==> src/rtl/shift_reg_ctrl.sv <==
`default_nettype none
// ============================================================================
// Module   : shift_reg_ctrl
// Brief    : Universal shift register (hold / shift left / shift right /
//            parallel load) with a built-in LSB-first serializer FSM that
//            raises busy while shifting and pulses done after the last bit.
// Revision : 1.0 - initial release
// ============================================================================
module shift_reg_ctrl #(
    parameter int WIDTH = 8
) (
    input  logic             clk,
    input  logic             rst_n,
    input  logic [1:0]       mode,
    input  logic [WIDTH-1:0] d,
    input  logic             sin_l,
    input  logic             sin_r,
    input  logic             start,
    output logic [WIDTH-1:0] q,
    output logic             sout,
    output logic             busy,
    output logic             done
);

    // Bit counter only has to reach WIDTH-1, so ceil(log2(WIDTH)) bits suffice.
    localparam int              CW     = (WIDTH > 1) ? $clog2(WIDTH) : 1;
    localparam logic [CW-1:0]   C_LAST = CW'(WIDTH - 1);

    localparam logic [1:0] C_MODE_HOLD  = 2'b00;
    localparam logic [1:0] C_MODE_LEFT  = 2'b01;
    localparam logic [1:0] C_MODE_RIGHT = 2'b10;
    localparam logic [1:0] C_MODE_LOAD  = 2'b11;

    typedef enum logic [1:0] {
        S_IDLE  = 2'd0,
        S_SHIFT = 2'd1,
        S_DONE  = 2'd2
    } state_t;

    state_t          r_state;
    state_t          w_state_nxt;
    logic [WIDTH-1:0] r_q;
    logic [WIDTH-1:0] w_q_nxt;
    logic [CW-1:0]   r_cnt;
    logic [CW-1:0]   w_cnt_nxt;

    // State, data and bit-counter registers; reset aborts any transfer at once.
    always_ff @(posedge clk or negedge rst_n) begin
        if (!rst_n) begin
            r_state <= S_IDLE;
            r_q     <= '0;
            r_cnt   <= '0;
        end else begin
            r_state <= w_state_nxt;
            r_q     <= w_q_nxt;
            r_cnt   <= w_cnt_nxt;
        end
    end

    // Next-state logic: start beats mode in IDLE/DONE; SHIFT ignores both.
    always_comb begin
        w_state_nxt = r_state;
        w_q_nxt     = r_q;
        w_cnt_nxt   = r_cnt;
        case (r_state)
            S_IDLE: begin
                if (start) begin
                    w_q_nxt     = d;
                    w_cnt_nxt   = '0;
                    w_state_nxt = S_SHIFT;
                end else begin
                    case (mode)
                        C_MODE_HOLD:  w_q_nxt = r_q;
                        C_MODE_LEFT:  w_q_nxt = {r_q[WIDTH-2:0], sin_l};
                        C_MODE_RIGHT: w_q_nxt = {sin_r, r_q[WIDTH-1:1]};
                        C_MODE_LOAD:  w_q_nxt = d;
                        default:      w_q_nxt = r_q;
                    endcase
                end
            end
            S_SHIFT: begin
                w_q_nxt = {sin_r, r_q[WIDTH-1:1]};
                // Counter parks at the last index rather than wrapping.
                if (r_cnt == C_LAST) begin
                    w_state_nxt = S_DONE;
                end else begin
                    w_cnt_nxt = r_cnt + CW'(1);
                end
            end
            S_DONE: begin
                // q holds here; a new start chains the next word with no gap.
                if (start) begin
                    w_q_nxt     = d;
                    w_cnt_nxt   = '0;
                    w_state_nxt = S_SHIFT;
                end else begin
                    w_state_nxt = S_IDLE;
                end
            end
            default: begin
                w_state_nxt = S_IDLE;
            end
        endcase
    end

    // Flags come straight from the registered state so they never glitch.
    assign q    = r_q;
    assign sout = r_q[0];
    assign busy = (r_state == S_SHIFT);
    assign done = (r_state == S_DONE);

endmodule
`default_nettype wire

==> config.mk <==
export PLATFORM = sky130hd
export DESIGN_NAME = shift_reg_ctrl
export DESIGN_NICKNAME = d
export VERILOG_FILES = /design/src/rtl/shift_reg_ctrl.sv
export SDC_FILE = /design/constraint.sdc
export NUM_CORES = 1
export LEC_CHECK = 0
export ABC_AREA = 1
export CORE_AREA = 2 2 56 58
export DETAILED_ROUTE_END_ITERATION = 6
export DIE_AREA = 0 0 58 60
export PLACE_DENSITY = 0.68
export RECOVER_POWER = 50
export REMOVE_ABC_BUFFERS = 1
export SLEW_MARGIN = 20
export SYNTH_ARGS = -nofsm -noshare
export SYNTH_HDL_FRONTEND = slang
export SYNTH_SLANG_ARGS = --single-unit
==> constraint.sdc <==
create_clock -name clk -period 2.6 [get_ports clk]
set_input_delay 0.26 -clock clk [delete_from_list [all_inputs] [get_ports clk]]
set_output_delay 0.26 -clock clk [all_outputs]
set_load 0.02 [all_outputs]
==> results.md, run 1 <==
* Fmax at 446 MHz
* Peak VDD IR at slightly below 700 uV
* Setup Total Neg Slack at 0 ps
* Top-area cell type share of the netlist area at 30.2%
* H-tree depth at 1
* HP Class: in2async
* Leading area contributor after synthesis: nand2_1
* Total Power at 1730 uW
* Vias in the first global route at ~1000
* Yosys reg bits at 13
* Post-DR wirelength/cell at 10.9 um
* First-pass GRT wire length at 4.54 mm
* RePlAce Congestion at between 0.8 and 0.9
* Later-pin clock latency in the skew report at 290 ps
* I/O pin cnt at 26
* Slowest cell on crit path: clkdlybuf4s50_1
* Fin. max-slew vios at 0
* DRT iter0 DRCs at 32
* Initial antenna violation count at 0
* Cts bufs inserted at 3
* Via/cell ratio at 4.63
* Sequential area share after synthesis at 28.8%
* Area growth syn-to-layout at 23.1%
* Reg clk slew, reported paths at 80 ps
* Estimated wirelength of the detail-placed design at 1.83 mm
* Worst slew margin at 58.6%
* Antenna cell count at 0
* Startpoint Class: register
* CP top delay family: buffers and inverters
* CTS tree: built
* Commonest non-fill, non-tap cell in the layout: nand2_1
* Status: finished, final reports clean
* Crit share post-route at 86.3%
* CP bufs+invs at 2
* Yosys cell types at 20
* Routing usage on met2 at 28.2%
* Syn Inst Count at between 150 and 200
* # port buffers at 25
* Clk buf depth at 2
* GRT Residual Overflow at 0
* Die area at 0.00348 mm2
* Final net count at about 230
* Layout cells sized above 1 at 6.76%
* Unrepaired setup endpoints after global routing: no
* Pwr dens at approximately 1200 mW/mm2
* Setup bufs post-CTS at 0
* Worst hold slack at 421 ps
* Final setup vio count at 0
* Finished layout cell area at 0.00139 mm2
* Root buf cell: clkbuf_4
* Global route hottest layer: met2
* Met1 GRT Util at a little over a fifth
* Synth Cell Area at 0.00113 mm2
* Post-route ant nets at 0
* Maxcap violations at 0
* Post-Syn Area per Cell at 6.11 um2
* Routed wire length at 2.62 mm
* Clk sink count at 13
* Starting density of the core at 39.0%
* Cell Area, Placed at 0.00137 mm2
* Crit path max fanout at 11
* Commonest cells after routing, fill and taps aside: 91 x nand2_1, 19 x clkdlybuf4s50_1, 18 x nor2_1, 13 x inv_1, 13 x dfrtp_1
* M3 GR Usage at 2.81%
* Layout Skew at about 1.1 ps
* Worst Path Arrival at 1980 ps
* Critical Path Sink Type: primary output
* Fin crit period at 2240 ps
* GRT Total Usage at 17.2%
* Synth warnings at 0
* Die Ht at about 60 um
* Slowest cell delay on critical path at 690 ps
* WS Path Type: reg2out
* CORE AREA at 0.00290 mm2
* Cts hold-fix bufs at 0
* Num rows at 20
* Largest net degree at the start of global routing at 18
* CTS resizes at 0
* Crit path required time at about 2300 ps
* Number of detailed-route iterations in the first pass at 4
* Leakage power at a little under 0.0008 uW
* Count of endpoints failing hold in the final timing report at 0
* Worst-Margin Slew at 619 ps
* Drc violations at 0
* Area contributors post-synth: nand2_1 30%, dfrtp_1 29%, ha_1 8.8%, nor2_1 6.0%, a21oi_1 4.4%
* Die Width at about 58 um
* Critical path cell sequence: inv_1 > ha_1 > clkdlybuf4s50_1
* Final core utilization at between 40% and 50%
* Vias at 1110
synthesized netlist by cell type, drive strengths merged:
cell type,instances
a21oi,10
dfrtp,13
ha,8
nand3,10
inv,16
buf,7
nor2,23
nand2,93
nor3,1
o21ai,3
or2,1
stage by stage:
step / worst slack [ps] / std cells
after floorplan: 1010 / 178
after global routing: 231 / 240
final: 357 / 240
after global placement: 705 / 236
after CTS: 344 / 240
after detailed placement: 673 / 236
sequential cells by signal, indices dropped and copies added (netlist names):
name and flops:
r_state 2, r_cnt 3, q 8
final timing paths:
| kind | slack, ps | cells after the start | from | endpoint |
|---|---|---|---|---|
| max | 360 | 3 | r_state[0] | done |
| min | 420 | 1 | rst_n | r_state[0] |
| max reg2reg | 730 | 8 | r_state[0] | q[0] |
| min reg2reg | 490 | 2 | r_cnt[2] | r_cnt[2] |
| max in group asynchronous | 1780 | 1 | rst_n | q[2] |
| min in group clk | 490 | 2 | r_cnt[2] | r_cnt[2] |
per-layer routing:
layer | vias to the layer above | wire, um
li1 | 607 | -
met2 | 21 | 1160
met5 | - | 0
met1 | 477 | 1290
met4 | 0 | 55
met3 | 5 | 114
area by class of cell:
type,count,area [um2]
fill,305,1510
multi-input combinational,149,689
sequential,13,325
timing repair buffer,25,250
inverter,16,60.1
tap,33,41.3
clock buffer,4,26.3
where the power goes:
part,switching (uW),leakage (uW),internal (uW)
Sequential,108,0.000164,306
Clock,73.8,0.0000150,59.7
Combinational,715,0.000596,465
logic make-up after synthesis:
kind of cell	count (synthesis)	share of synthesized area, %
flops	13	28.8
fa+ha+maj	8	8.85
buf+inv	23	10.3
compound gates	13	5.75
simple gates	128	46.3
(Power assumes the default switching activity.)
==> run 2: changes to the inputs <==
RECOVER_POWER = 100   (was 50)
==> results.md, run 2 (synthesis gave the netlist of run 1 again) <==
* Final setup vio count at 0 (unchanged)
* Critical path cell sequence: inv_1 > ha_1 > dlygate4sd3_1 (was inv_1 > ha_1 > clkdlybuf4s50_1)
* Die Width at 58 um (unchanged)
* Clk buf depth at 2 (unchanged)
* Largest net degree at the start of global routing at 18 (unchanged)
* Largest register FFs at 8 (unchanged)
* Worst-Margin Slew at 619 ps (about the same)
* Pwr dens at 1220 mW/mm2 (was 1240 mW/mm2)
* WS Path Type: reg2out (unchanged)
* Final core utilization at 47.5% (was 48.0%)
* Post-DR wirelength/cell at 10.9 um (about the same)
* DRT iter0 DRCs at 34 (was 32)
* Num rows at 20 (unchanged)
* CTS resizes at 0 (unchanged)
* Number of detailed-route iterations in the first pass at 4 (unchanged)
* Critical Path Sink Type: primary output (unchanged)
* Die area at 0.00348 mm2 (unchanged)
* Drc violations at 0 (unchanged)
* Status: finished, final reports clean (unchanged)
* # port buffers at 25 (unchanged)
* Fin. max-slew vios at 0 (unchanged)
* Die Ht at 60 um (unchanged)
* RePlAce Congestion at 0.868 (unchanged)
* Vias in the first global route at 1047 (unchanged)
* Startpoint Class: register (unchanged)
* H-tree depth at 1 (unchanged)
* Estimated wirelength of the detail-placed design at 1.83 mm (unchanged)
* RR Startpoint: r_state[0] (unchanged)
* Commonest cells after routing, fill and taps aside: 92 x nand2_1, 20 x nor2_1, 13 x inv_1, 13 x clkdlybuf4s50_1, 13 x dfrtp_1 (was 91 x nand2_1, 19 x clkdlybuf4s50_1, 18 x nor2_1, 13 x inv_1, 13 x dfrtp_1)
* Layout Skew at 2.53 ps (was 1.08 ps)
* Worst Path Arrival at 2020 ps (was 1980 ps)
* I/O pin cnt at 26 (unchanged)
* CTS tree: built (unchanged)
* Leakage power at 0.000783 uW (was 0.000775 uW)
* Unrepaired setup endpoints after global routing: no (unchanged)
* Reg clk slew, reported paths at 90 ps (was 80 ps)
* Commonest non-fill, non-tap cell in the layout: nand2_1 (unchanged)
* First-pass GRT wire length at 4.54 mm (unchanged)
* Maxcap violations at 0 (unchanged)
* Vias at 1117 (was 1110)
* GRT Residual Overflow at 0 (unchanged)
* Count of endpoints failing hold in the final timing report at 0 (unchanged)
* Root buf cell: clkbuf_4 (unchanged)
* Cts bufs inserted at 3 (unchanged)
* Post-route ant nets at 0 (unchanged)
* HP Class: in2async (unchanged)
* Critical path origin: r_state[0] (unchanged)
* Crit path required time at 2340 ps (about the same)
* Routed wire length at 2.62 mm (about the same)
* Slowest cell on crit path: dlygate4sd3_1 (was clkdlybuf4s50_1)
* Starting density of the core at 39.0% (unchanged)
* Layout cells sized above 1 at 5.31% (was 6.76%)
* Setup bufs post-CTS at 0 (unchanged)
* Cts hold-fix bufs at 0 (unchanged)
* GRT Total Usage at 17.2% (unchanged)
* CORE AREA at 0.00290 mm2 (unchanged)
* Crit share post-route at 87.8% (was 86.3%)
* Later-pin clock latency in the skew report at 290 ps (about the same)
* Fmax at 438 MHz (was 446 MHz)
* Crit path max fanout at 11 (unchanged)
* Fin crit period at 2280 ps (was 2240 ps)
* Final net count at 231 (unchanged)
* Initial antenna violation count at 0 (unchanged)
* Via/cell ratio at 4.65 (was 4.63)
* Setup Total Neg Slack at 0 ps (unchanged)
* Slowest cell delay on critical path at 740 ps (was 690 ps)
* Peak VDD IR at 673 uV (was 693 uV)
* Worst slew margin at 58.6% (about the same)
* Clk sink count at 13 (unchanged)
* Area growth syn-to-layout at 22.0% (was 23.1%)
* Antenna cell count at 0 (unchanged)
run 2: cell count changes in the layout (fill, tap and decap cells not counted), moves of 2 or more:
cell / previous run / this run
clkdlybuf4s50_1: 19 / 13
dlygate4sd3_1: 6 / 12
nor2_1: 18 / 20
nor2_2: 4 / 2
o21ai_0: 1 / 3
o21ai_1: 2 / 0
run 2: power by group:
| group | total (uW) | switching (uW) | internal (uW) |
|---|---|---|---|
| registers | 413 | 108 | 305 |
| clock network | 134 | 74.7 | 59.7 |
| logic | 1130 | 694 | 436 |
run 2: path summary, 6_finish.rpt:
check	slack, ps	end	depth (start not counted)
max in group asynchronous	1780	q[2]	1
setup / recovery	320	done	3
hold / removal	420	r_state[0]	1
min in group clk	490	r_cnt[2]	2
hold reg to reg	490	r_cnt[2]	2
setup reg to reg	420	q[0]	8
run 2: cell type report:
cell class	count	area, um2
Timing Repair Buffer	25	250
Inverter	16	60.1
Tap cell	33	41.3
Sequential cell	13	325
Clock buffer	4	26.3
Fill cell	309	1520
Multi-Input combinational cell	149	677
run 2: routing by layer:
layer / global-route usage (%) / share of wire [%]
met4: 8.64 / 2.1
met2: 28.2 / 44
met5: 0 / 0
met1: 21.8 / 49
met3: 2.81 / 4.8
run 2: per-stage QoR:
stage / total power [uW] / cell area (um2) / hold WS, ps / setup WS [ps] / cells
3_5_place_dp: 1620 / 1370 / 473 / 673 / 236
5_1_grt: 1880 / 1380 / 487 / 137 / 240
6_report: 1680 / 1380 / 418 / 317 / 240
2_1_floorplan: 1260 / 1070 / -35.6 / 1010 / 178
4_1_cts: 1760 / 1390 / 381 / 344 / 240
3_3_place_gp: 1610 / 1370 / 460 / 705 / 236
run 2: worst max-delay path: cells and delay by family (launching register included):
kind,cells,cell delay [ps]
fa+ha+maj,1,430
buf+inv,2,860
flops,1,450
